[config.mk]
export PLATFORM = sky130hd
export DESIGN_NAME = imm_encoder_flat
export DESIGN_NICKNAME = d
export VERILOG_FILES = /design/src/rtl/imm_encoder_if.sv /design/src/rtl/imm_encoder.sv /design/src/flat_wrapper.sv
export SDC_FILE = /design/constraint.sdc
export NUM_CORES = 1
export LEC_CHECK = 0
export ABC_AREA = 0
export CAP_MARGIN = 30
export CELL_PAD_IN_SITES_DETAIL_PLACEMENT = 1
export CELL_PAD_IN_SITES_GLOBAL_PLACEMENT = 1
export CORE_AREA = 4 4 91 115
export CTS_CLUSTER_SIZE = 10
export DETAILED_ROUTE_END_ITERATION = 8
export DIE_AREA = 0 0 95 119
export PLACE_DENSITY_LB_ADDON = 0.12
export RECOVER_POWER = 100
export SYNTH_ARGS = -nofsm -noshare
export SYNTH_HDL_FRONTEND = slang
export SYNTH_SLANG_ARGS = --single-unit
[constraint.sdc]
create_clock -name clk -period 6.42 [get_ports clk]
set_input_delay 1.926 -clock clk [delete_from_list [all_inputs] [get_ports clk]]
set_output_delay 1.926 -clock clk [all_outputs]
set_load 0.01 [all_outputs]
[src/rtl/imm_encoder_if.sv]
// Handshake bus for imm_encoder: valid/ready input side, valid/ready output side.
// The design sits on the slave modport, the producer/consumer on master.
interface imm_encoder_if;
   logic        in_valid;
   logic        in_ready;
   logic [2:0]  enc_sel;
   logic [31:0] imm_in;
   logic        out_valid;
   logic        out_ready;
   logic [24:0] imm_out;
   logic [2:0]  out_sel;
   logic        err;
   logic [7:0]  err_cnt;

   modport master (
      output in_valid, enc_sel, imm_in, out_ready,
      input  in_ready, out_valid, imm_out, out_sel, err, err_cnt
   );

   modport slave (
      input  in_valid, enc_sel, imm_in, out_ready,
      output in_ready, out_valid, imm_out, out_sel, err, err_cnt
   );
endinterface

[src/rtl/imm_encoder.sv]
// Two-stage pipelined RISC-V immediate encoder: scatters a 32-bit immediate into
// instruction bits [31:7] for I/S/B/U/J formats and flags non-encodable values.
module imm_encoder (
   input logic          clk,
   input logic          rst,
   imm_encoder_if.slave bus
);
   localparam logic [2:0] SEL_I = 3'b000;
   localparam logic [2:0] SEL_S = 3'b001;
   localparam logic [2:0] SEL_B = 3'b010;
   localparam logic [2:0] SEL_U = 3'b011;
   localparam logic [2:0] SEL_J = 3'b100;

   logic        s1_valid;
   logic [2:0]  s1_sel;
   logic [31:0] s1_imm;
   logic        s2_valid;
   logic [24:0] s2_imm;
   logic [2:0]  s2_sel;
   logic        s2_err;
   logic [7:0]  err_cnt;
   logic        advance;
   logic        in_fire;
   logic        out_fire;
   logic [24:0] enc_imm;
   logic        enc_err;

   assign out_fire      = s2_valid && bus.out_ready;
   assign advance       = !s2_valid || bus.out_ready;
   assign bus.in_ready  = !rst && (!s1_valid || advance);
   assign in_fire       = bus.in_valid && bus.in_ready;
   assign bus.out_valid = s2_valid;
   assign bus.imm_out   = s2_imm;
   assign bus.out_sel   = s2_sel;
   assign bus.err       = s2_err;
   assign bus.err_cnt   = err_cnt;

   // Field scatter plus legality; mapping is kept even when err is set.
   always_comb begin
      enc_imm = '0;
      enc_err = 1'b1;
      case (s1_sel)
         SEL_I: begin
            enc_imm[24:13] = s1_imm[11:0];
            enc_err        = !((&s1_imm[31:11]) || !(|s1_imm[31:11]));
         end
         SEL_S: begin
            enc_imm[24:18] = s1_imm[11:5];
            enc_imm[4:0]   = s1_imm[4:0];
            enc_err        = !((&s1_imm[31:11]) || !(|s1_imm[31:11]));
         end
         SEL_B: begin
            enc_imm[24]    = s1_imm[12];
            enc_imm[23:18] = s1_imm[10:5];
            enc_imm[4:1]   = s1_imm[4:1];
            enc_imm[0]     = s1_imm[11];
            enc_err        = !(((&s1_imm[31:12]) || !(|s1_imm[31:12])) && !s1_imm[0]);
         end
         SEL_U: begin
            enc_imm[24:5]  = s1_imm[31:12];
            enc_err        = |s1_imm[11:0];
         end
         SEL_J: begin
            enc_imm[24]    = s1_imm[20];
            enc_imm[23:14] = s1_imm[10:1];
            enc_imm[13]    = s1_imm[11];
            enc_imm[12:5]  = s1_imm[19:12];
            enc_err        = !(((&s1_imm[31:20]) || !(|s1_imm[31:20])) && !s1_imm[0]);
         end
         default: begin
            enc_imm = '0;
            enc_err = 1'b1;
         end
      endcase
   end

   always_ff @(posedge clk or posedge rst) begin
      if (rst) begin
         s1_valid <= 1'b0;
         s1_sel   <= '0;
         s1_imm   <= '0;
      end else if (in_fire) begin
         s1_valid <= 1'b1;
         s1_sel   <= bus.enc_sel;
         s1_imm   <= bus.imm_in;
      end else if (advance) begin
         s1_valid <= 1'b0;
      end
   end

   // Output data only reloads when a real item moves in, so a stalled item holds.
   always_ff @(posedge clk or posedge rst) begin
      if (rst) begin
         s2_valid <= 1'b0;
         s2_imm   <= '0;
         s2_sel   <= '0;
         s2_err   <= 1'b0;
      end else if (advance) begin
         s2_valid <= s1_valid;
         if (s1_valid) begin
            s2_imm <= enc_imm;
            s2_sel <= s1_sel;
            s2_err <= enc_err;
         end
      end
   end

   always_ff @(posedge clk or posedge rst) begin
      if (rst) begin
         err_cnt <= '0;
      end else if (out_fire && s2_err && (err_cnt != 8'hFF)) begin
         err_cnt <= err_cnt + 8'd1;
      end
   end
endmodule

[src/flat_wrapper.sv]
// flat-port wrapper written by rule: the top's interface ports become plain ports
module imm_encoder_flat 
  (clk, rst, bus_in_valid, bus_enc_sel, bus_imm_in, bus_out_ready, bus_in_ready, bus_out_valid, bus_imm_out, bus_out_sel, bus_err, bus_err_cnt);
  imm_encoder_if bus_i ();
  input logic clk;
  input logic rst;
  input wire logic [$bits(bus_i.in_valid)-1:0] bus_in_valid;
  input wire logic [$bits(bus_i.enc_sel)-1:0] bus_enc_sel;
  input wire logic [$bits(bus_i.imm_in)-1:0] bus_imm_in;
  input wire logic [$bits(bus_i.out_ready)-1:0] bus_out_ready;
  output wire logic [$bits(bus_i.in_ready)-1:0] bus_in_ready;
  output wire logic [$bits(bus_i.out_valid)-1:0] bus_out_valid;
  output wire logic [$bits(bus_i.imm_out)-1:0] bus_imm_out;
  output wire logic [$bits(bus_i.out_sel)-1:0] bus_out_sel;
  output wire logic [$bits(bus_i.err)-1:0] bus_err;
  output wire logic [$bits(bus_i.err_cnt)-1:0] bus_err_cnt;
  assign bus_i.in_valid = bus_in_valid;
  assign bus_i.enc_sel = bus_enc_sel;
  assign bus_i.imm_in = bus_imm_in;
  assign bus_i.out_ready = bus_out_ready;
  assign bus_in_ready = bus_i.in_ready;
  assign bus_out_valid = bus_i.out_valid;
  assign bus_imm_out = bus_i.imm_out;
  assign bus_out_sel = bus_i.out_sel;
  assign bus_err = bus_i.err;
  assign bus_err_cnt = bus_i.err_cnt;
  imm_encoder u_core (.clk(clk), .rst(rst), .bus(bus_i));
endmodule
==> reports/results.ini, run 1 <==
[logic_synthesis]
synthXorXnorAreaFrac_pct=2.18
ys.warnings.count=0
synthSimpleGateAreaFrac_pct=13.4
async_reset_ff_share_pct=100
syn_nets=310
synth-compound-area-share_pct=8.56
syn_avg_cell_area_um2=11.9
yosysUniqueCellTypes=39
synth_area_um2=3220
synthAdderAreaFrac_pct=0.389
syn_inst=270
synth_seq_area_share_pct=57.6
ys.flop_type=dfrtp_1
synth_edf_count=0
synth_seq_cells=74
yosys-mux-area-fraction_pct=14.9
synth_top_family_by_area=multiplexers

[drt]
first_pass_iters=4
vias=2427
drt-initial-drc-count=87
viasPerCell=5.07
antenna_left=0
route.detailed.drc=0
routed_wl_um=8480
wl_per_cell_um=17.7

[power_and_ir_drop]
leakagePower_nw=1.87
irDropWorstVdd_mv=0.155
pwr_density_cell_nw_per_um2=351

[timing]
finalCritPeriodShare_pct=82.8
final_hold_viol_count=0
min_period_ns=5.32
setup_violations=0
fmax_mhz=188
clock-skew-final_ns=0.00764
rsz0062_at_grt=no
worst_slack_ns=1.10
max_slew_margin_pct=-7.11
slew_viol_final=37
worstMarginPinSlew_ns=1.60
setup_tns_ns=0

[clock_network]
cts-buffers-inserted=9
cts_tree=yes
cts-hold-fix-buffers=0
cts.clk_slew.worst_paths_ns=0.06
ctsHtreeMaxLevel=3
clk_path_buf_depth=2
cts_setup_buffers=0
root_buffer=clkbuf_16
clk_latency_ns=0.33
cts.sinks=74
cts_resized=0

[die]
pin_count=78
core_um2=9410
start_util_pct=34.2
die_h_um=119
die_area_um2=11300
die_w_um=95
rows=40

[run]
maxCapViolCount=1

[setup_path]
crit_required_ns=4.49
timing.rr.start=u_core.bus.out_valid
cp-start-kind=primary input
r2r_end=u_core.bus.imm_out[9]
r2r_setup_slack_ns=3.88
slowest_delay_ns=0.64
reg2regPathDepth=5
crit_chain=dlygate4sd3_1 -> nor2b_1 -> a21oi_1 -> dlygate4sd3_1
critPathSlowestCell=dlygate4sd3_1
critPathMostFrequentCell=dlygate4sd3_1
cp_max_fo=3
crit_type=in2out
crit_arrival_ns=3.39
critPathCaptureType=primary output

[status]
status=finished with violations
violations=max-capacitance violations, max-slew violations

[layout]
diodes=0
drive_gt1_share_pct=15.9
nets=388
area_growth_pct=36.3
final_common_cell=dfrtp_1
layout_common_cells=dfrtp_1, dlygate4sd3_1, nand2_1, mux2_2, clkdlybuf4s50_1
fillers=1074
fin_cells=479

[placed_design]
port_buffers=77
gp_routability_congestion=0.757
place_ws_ns=1.25
dp_hpwl_um=5990
dp_cells=463

[worst_hold_path]
hold_path_class=reg2reg
hold_path_depth=2
whs_endpoint=u_core.bus.out_sel[2]
min-delay-start=u_core.bus.out_sel[2]

[global_route]
grt.total_usage_pct=15.7
grt_pass1_wl_um=13500
grt_antenna_before_repair=0
grt_max_degree=57
grt_pass1_vias=2539
gr-total-overflow=0

-- sequential cells by signal, summed over array words and instances, names as in the netlist --
register / cells
u_core.s1_imm: 32
u_core.bus.imm_out: 25
u_core.bus.err_cnt: 8
u_core.bus.out_sel: 3
u_core.s1_sel: 3
u_core.bus.err: 1
u_core.bus.out_valid: 1
u_core.s1_valid: 1
-- stage by stage --
stage	hold WS (ns)	util [%]	total power, mW	cell area, um2
after global routing	0.511	46.6	1.63	4380
after CTS	0.486	46.8	1.60	4400
after global placement	0.464	43.3	1.06	4080
final	0.473	46.6	1.54	4380
after detailed placement	0.471	43.4	1.07	4090
after floorplan	0.502	-	0.849	3220
-- how the worst max path moves through the flow --
stage | start | endpoint | slack [ns] | cells after the start
after floorplan | bus_out_ready | bus_in_ready | 2.31 | 2
after global placement | bus_out_ready | bus_in_ready | 1.28 | 4
after detailed placement | bus_out_ready | bus_in_ready | 1.25 | 4
after CTS | bus_out_ready | bus_in_ready | 1.24 | 4
after global routing | bus_out_ready | bus_in_ready | 1.02 | 4
final | bus_out_ready | bus_in_ready | 1.10 | 4
-- worst max-delay path: cells and delay by family --
kind	cells	cell delay, ns
AOI/OAI and AO/OA	1	0.19
buffers and inverters	2	1.21
and+or+nand+nor	1	0.07
-- final cells by class --
type	count	area, um2	area share (%)
Multi-Input combinational cell	180	1260	28.7
Clock inverter	5	61.3	1.40
Sequential cell	74	1850	42.2
Inverter	3	11.3	0.257
Timing Repair Buffer	80	791	18.0
Tap cell	126	158	3.60
Clock buffer	11	253	5.77
-- power breakdown --
group	internal [mW]	switching (mW)	total (mW)	leakage (nW)
Clock	0.323	0.196	0.519	0.144
Sequential	0.567	0.105	0.673	0.909
Combinational	0.195	0.154	0.348	0.816
-- cell families (layout without fill, tap and decap cells) --
group                    Yosys count  count (layout)
buffers and inverters             16              99
AO/OA/AOI/OAI                     39              39
flip-flops                        74              74
AND/OR/NAND/NOR                   89              89
adder cells (fa/ha/maj)            1               1
XOR/XNOR                           8               8
multiplexers                      43              43
-- synth_stat cells (3+ instances only) --
cell type,n,share of area [%]
clkbuf_1,6,0.70
nand2_1,35,4.1
inv_1,3,0.35
a221oi_1,5,1.4
buf_6,4,1.4
o21ai_0,13,2.0
nand4_1,11,2.1
nand2b_1,3,0.58
a22o_1,8,2.2
nor4_1,9,1.8
nor2_1,17,2.0
buf_2,3,0.47
xnor2_1,6,1.6
a21oi_1,4,0.62
dfrtp_1,74,58
mux2_2,36,13
mux2i_1,6,1.9
-- routing by layer --
layer,wire [um],GRT usage [%],up-vias
met5,0,0,-
met4,112,5.69,0
met3,353,2.97,10
met2,4400,26.2,52
met1,3610,20.1,1236
li1,-,-,1129
No activity file was read; power rests on OpenSTA's default activity.
==> inputs of run 2 (changes only) <==
clock period = 4.6 ns   (was 6.42 ns; I/O delays follow)
==> reports/results.ini, run 2 (synthesized netlist as in run 1, its figures left out) <==
[die]
rows=40  ; unchanged
start_util_pct=34.2  ; unchanged
die_h_um=119  ; unchanged
die_w_um=95  ; unchanged
die_area_um2=11300  ; unchanged
core_um2=9410  ; unchanged
pin_count=78  ; unchanged

[clock_network]
root_buffer=clkbuf_16  ; unchanged
clk_latency_ns=0.33  ; about the same
cts-buffers-inserted=9  ; unchanged
cts_resized=0  ; unchanged
cts_setup_buffers=0  ; unchanged
cts_tree=yes  ; unchanged
ctsHtreeMaxLevel=3  ; unchanged
clk_path_buf_depth=2  ; unchanged
cts.clk_slew.worst_paths_ns=0.05  ; was 0.06 ns
cts-hold-fix-buffers=0  ; unchanged
cts.sinks=74  ; unchanged

[run]
maxCapViolCount=2  ; was 1

[setup_path]
cp-start-kind=primary input  ; unchanged
r2r_setup_slack_ns=2.14  ; was 3.88 ns
crit_chain=dlygate4sd3_1 -> nor2b_1 -> a21oi_1 -> dlygate4sd3_1  ; unchanged
crit_arrival_ns=2.85  ; was 3.39 ns
cp.buffers_inverters=2  ; unchanged
crit_type=in2out  ; unchanged
crit_required_ns=3.22  ; was 4.49 ns
critPathMostFrequentCell=dlygate4sd3_1  ; unchanged
cp_max_fo=3  ; unchanged
slowest_delay_ns=0.64  ; about the same
crit_family=buffers and inverters  ; unchanged
critPathCaptureType=primary output  ; unchanged
critPathSlowestCell=dlygate4sd3_1  ; unchanged

[worst_hold_path]
hold_path_class=reg2reg  ; unchanged

[layout]
regMostFlops=u_core.s1_imm  ; unchanged
diodes=0  ; unchanged
drive_gt1_share_pct=15.8  ; was 15.9%
layout_common_cells=dfrtp_1, dlygate4sd3_1, nand2_1, mux2_2, clkdlybuf4s50_1  ; unchanged
regArea_um2=1850  ; unchanged
multi_input_area_um2=1260  ; about the same
fillers=1037  ; was 1074
fin_util_pct=46.9  ; was 46.6%
final_common_cell=dfrtp_1  ; unchanged
largest_reg_flops=32  ; unchanged
nets=390  ; was 388
area_growth_pct=37.4  ; was 36.3%
fin_cells=481  ; was 479
final_cell_area_um2=4420  ; was 4380 um2

[power_and_ir_drop]
pwr_density_cell_nw_per_um2=499  ; was 351 nW/um2
design_power_total_mw=2.20  ; was 1.54 mW
leakagePower_nw=1.89  ; was 1.87 nW
irDropWorstVdd_mv=0.252  ; was 0.155 mV

[timing]
worstMarginPinSlew_ns=2.17  ; was 1.60 ns
final_hold_viol_count=0  ; unchanged
rsz0062_at_grt=no  ; unchanged
finalCritPeriodShare_pct=92.0
clock-skew-final_ns=0.00444  ; was 0.00764 ns
hold_ws_ns=0.467  ; was 0.473 ns
slew_viol_final=78  ; was 37
worst_slack_ns=0.368  ; was 1.10 ns
setup_violations=0  ; unchanged
fmax_mhz=236
min_period_ns=4.23
setup_tns_ns=0  ; unchanged
max_slew_margin_pct=-44.9  ; was -7.11%

[placed_design]
port_buffers=77  ; unchanged
dp_hpwl_um=6090  ; was 5990 um
dp_cells=465  ; was 463
gp_routability_congestion=0.763  ; was 0.757
place_ws_ns=0.507  ; was 1.25 ns
dpl_cell_area_um2=4120  ; was 4090 um2

[drt]
viasPerCell=5.02  ; was 5.07
antenna_left=0  ; unchanged
drt-initial-drc-count=132  ; was 87
vias=2417  ; was 2427
route.detailed.drc=0  ; unchanged
first_pass_iters=4  ; unchanged
wl_per_cell_um=17.4  ; was 17.7 um
routed_wl_um=8350  ; was 8480 um

[global_route]
grt.total_usage_pct=16.0  ; was 15.7%
grt_max_degree=41  ; was 57
gr-total-overflow=0  ; unchanged
grt_pass1_wl_um=13700  ; was 13500 um
grt_antenna_before_repair=0  ; unchanged
grt_pass1_vias=2620  ; was 2539

[status]
status=finished with violations  ; unchanged
violations=max-capacitance violations, max-slew violations  ; unchanged

run 2: area by class of cell:
cell class	count	share of cell area [%]
timing repair buffer	82	18.0
inverter	3	0.255
tap	126	3.57
clock buffer	12	6.03
sequential	74	41.9
clock inverter	4	1.64
multi-input combinational	180	28.5
run 2: final timing paths:
kind	depth (start not counted)	startpoint	end
min	2	u_core.bus.out_sel[2]	u_core.bus.out_sel[2]
min in group asynchronous	2	rst	u_core.s1_valid
max in group asynchronous	3	rst	u_core.s1_imm[19]
max reg2reg	4	u_core.bus.out_valid	u_core.s1_imm[19]
min reg2reg	2	u_core.bus.out_sel[2]	u_core.bus.out_sel[2]
max	4	bus_out_ready	bus_in_ready
run 2: per-layer routing:
layer,GRT usage [%],routed length (um),vias to the layer above
li1,-,-,1138
met1,19.8,3570,1216
met2,26.6,4280,53
met3,3.85,380,10
met4,5.87,124,0
met5,0,0,-
run 2: where the power goes:
part | leakage, nW | internal (mW) | switching [mW]
logic | 0.816 | 0.272 | 0.216
clock network | 0.165 | 0.518 | 0.261
registers | 0.909 | 0.792 | 0.145
total | 1.89 | 1.58 | 0.621
run 2: tightest hold or removal path, cell delays in order, from the launching register on:
cell	delay (ns)
dfrtp_1	0.33
nand2_1	0.05
nand2_1	0.05
==> inputs of run 3 (changes only) <==
MAX_ROUTING_LAYER = met4   (was not set)
==> reports/results.ini, run 3 (synthesized netlist as in run 1, its figures left out) <==
[die]
die_h_um=119  ; unchanged
start_util_pct=34.2  ; unchanged
die_area_um2=11300  ; unchanged
core_um2=9410  ; unchanged
rows=40  ; unchanged
die_w_um=95  ; unchanged
pin_count=78  ; unchanged

[global_route]
grt.total_usage_pct=16.4  ; was 16.0%
gr-total-overflow=0  ; unchanged
grt_max_degree=41  ; unchanged
grt_pass1_wl_um=13700  ; about the same
grt_pass1_vias=2621  ; was 2620
grt_antenna_before_repair=0  ; unchanged

[drt]
vias=2412  ; was 2417
antenna_left=0  ; unchanged
route.detailed.drc=0  ; unchanged
viasPerCell=5.01  ; was 5.02
first_pass_iters=4  ; unchanged
drt-initial-drc-count=134  ; was 132
wl_per_cell_um=17.3  ; was 17.4 um
routed_wl_um=8350  ; about the same

[setup_path]
critPathSlowestCell=dlygate4sd3_1  ; unchanged
r2r_setup_slack_ns=2.14  ; about the same
cp-start-kind=primary input  ; unchanged
crit_type=in2out  ; unchanged
critPathMostFrequentCell=dlygate4sd3_1  ; unchanged
slowest_delay_ns=0.64  ; about the same
crit_arrival_ns=2.85  ; about the same
crit_required_ns=3.22  ; about the same
cp_max_fo=3  ; unchanged
r2r_end=u_core.s1_imm[19]  ; unchanged
timing.rr.start=u_core.bus.out_valid  ; unchanged
reg2regPathDepth=4  ; unchanged
crit_chain=dlygate4sd3_1 -> nor2b_1 -> a21oi_1 -> dlygate4sd3_1  ; unchanged
critPathCaptureType=primary output  ; unchanged

[clock_network]
cts_tree=yes  ; unchanged
clk_latency_ns=0.33  ; about the same
cts.clk_slew.worst_paths_ns=0.05  ; about the same
cts-buffers-inserted=9  ; unchanged
cts-hold-fix-buffers=0  ; unchanged
cts_resized=0  ; unchanged
root_buffer=clkbuf_16  ; unchanged
clk_path_buf_depth=2  ; unchanged
ctsHtreeMaxLevel=3  ; unchanged
cts_setup_buffers=0  ; unchanged
cts.sinks=74  ; unchanged

[timing]
min_period_ns=4.23  ; unchanged
setup_violations=0  ; unchanged
final_hold_viol_count=0  ; unchanged
worst_slack_ns=0.368  ; unchanged
slew_viol_final=78  ; unchanged
fmax_mhz=236  ; unchanged
finalCritPeriodShare_pct=92.0  ; unchanged
setup_tns_ns=0  ; unchanged
worstMarginPinSlew_ns=2.17  ; about the same
max_slew_margin_pct=-44.9  ; about the same
rsz0062_at_grt=no  ; unchanged
clock-skew-final_ns=0.00445  ; was 0.00444 ns
hold_ws_ns=0.467  ; unchanged

[layout]
regMostFlops=u_core.s1_imm  ; unchanged
diodes=0  ; unchanged
final_common_cell=dfrtp_1  ; unchanged
drive_gt1_share_pct=15.8  ; unchanged
nets=390  ; unchanged
area_growth_pct=37.4  ; unchanged
layout_common_cells=dfrtp_1, dlygate4sd3_1, nand2_1, mux2_2, clkdlybuf4s50_1  ; unchanged
largest_reg_flops=32  ; unchanged

[worst_hold_path]
min-delay-start=u_core.bus.out_sel[2]  ; unchanged
hold_path_depth=2  ; unchanged
whs_endpoint=u_core.bus.out_sel[2]  ; unchanged
hold_path_class=reg2reg  ; unchanged

[status]
violations=max-capacitance violations, max-slew violations  ; unchanged
status=finished with violations  ; unchanged

[power_and_ir_drop]
leakagePower_nw=1.89  ; unchanged
p_switching_uw=621  ; about the same
internal_power_mw=1.58  ; unchanged
combPwrFrac_pct=22.1  ; about the same
p_sw_share_pct=28.2  ; about the same
pwr_density_cell_nw_per_um2=499  ; about the same
power.share.sequential_pct=42.5  ; about the same
irDropWorstVdd_mv=0.252  ; about the same
clkPwrFrac_pct=35.3  ; about the same

[placed_design]
gp_routability_congestion=0.773  ; was 0.763
dp_hpwl_um=6090  ; unchanged
place_ws_ns=0.507  ; unchanged
port_buffers=77  ; unchanged

[run]
maxCapViolCount=2  ; unchanged

[run 3: power groups by stage]
stage / sequential [mW] / combinational [mW] / clock, mW
global placement: 0.951 / 0.525 / 0
CTS: 0.945 / 0.544 / 0.796
floorplan: 0.943 / 0.242 / 0
finish: 0.937 / 0.488 / 0.779
global route: 0.962 / 0.537 / 0.823
detailed placement: 0.955 / 0.540 / 0
[run 3: worst max-delay path: cells and delay by family]
kind,cells,cell delay [ns]
AO/OA/AOI/OAI,1,0.19
buffers and inverters,2,1.21
AND/OR/NAND/NOR,1,0.07
[run 3: per-stage QoR]
stage	area [um2]	cells	utilization, %	total power, mW
floorplan	3220	270	-	1.18
global placement	4080	463	43.4	1.48
detailed placement	4120	465	43.7	1.50
CTS	4450	481	47.3	2.28
global route	4420	481	46.9	2.32
finish	4420	481	46.9	2.20
[run 3: worst max-delay path by stage]
stage                        startpoint              to  slack, ns  cells past startpoint
after detailed placement  bus_out_ready    bus_in_ready       0.51                      4
after CTS                 bus_out_ready    bus_in_ready       0.49                      4
after global routing      bus_out_ready    bus_in_ready       0.25                      4
final                     bus_out_ready    bus_in_ready       0.37                      4
after floorplan                     rst  u_core.bus.err       1.34                      1
after global placement    bus_out_ready    bus_in_ready       0.56                      4
[run 3: final cells by class]
type	count	area [um2]
Clock buffer	12	267
Fill cell	1037	4990
Timing Repair Buffer	82	797
Inverter	3	11.3
Multi-Input combinational cell	180	1260
Sequential cell	74	1850
Tap cell	126	158
Clock inverter	4	72.6
[run 3: routing by layer]
metal / vias up / wire (um) / GRT usage (%)
met5: - / 0 / -
met4: 0 / 127 / 5.87
met3: 10 / 381 / 3.85
met2: 53 / 4300 / 26.6
met1: 1214 / 3540 / 19.9
li1: 1135 / - / -
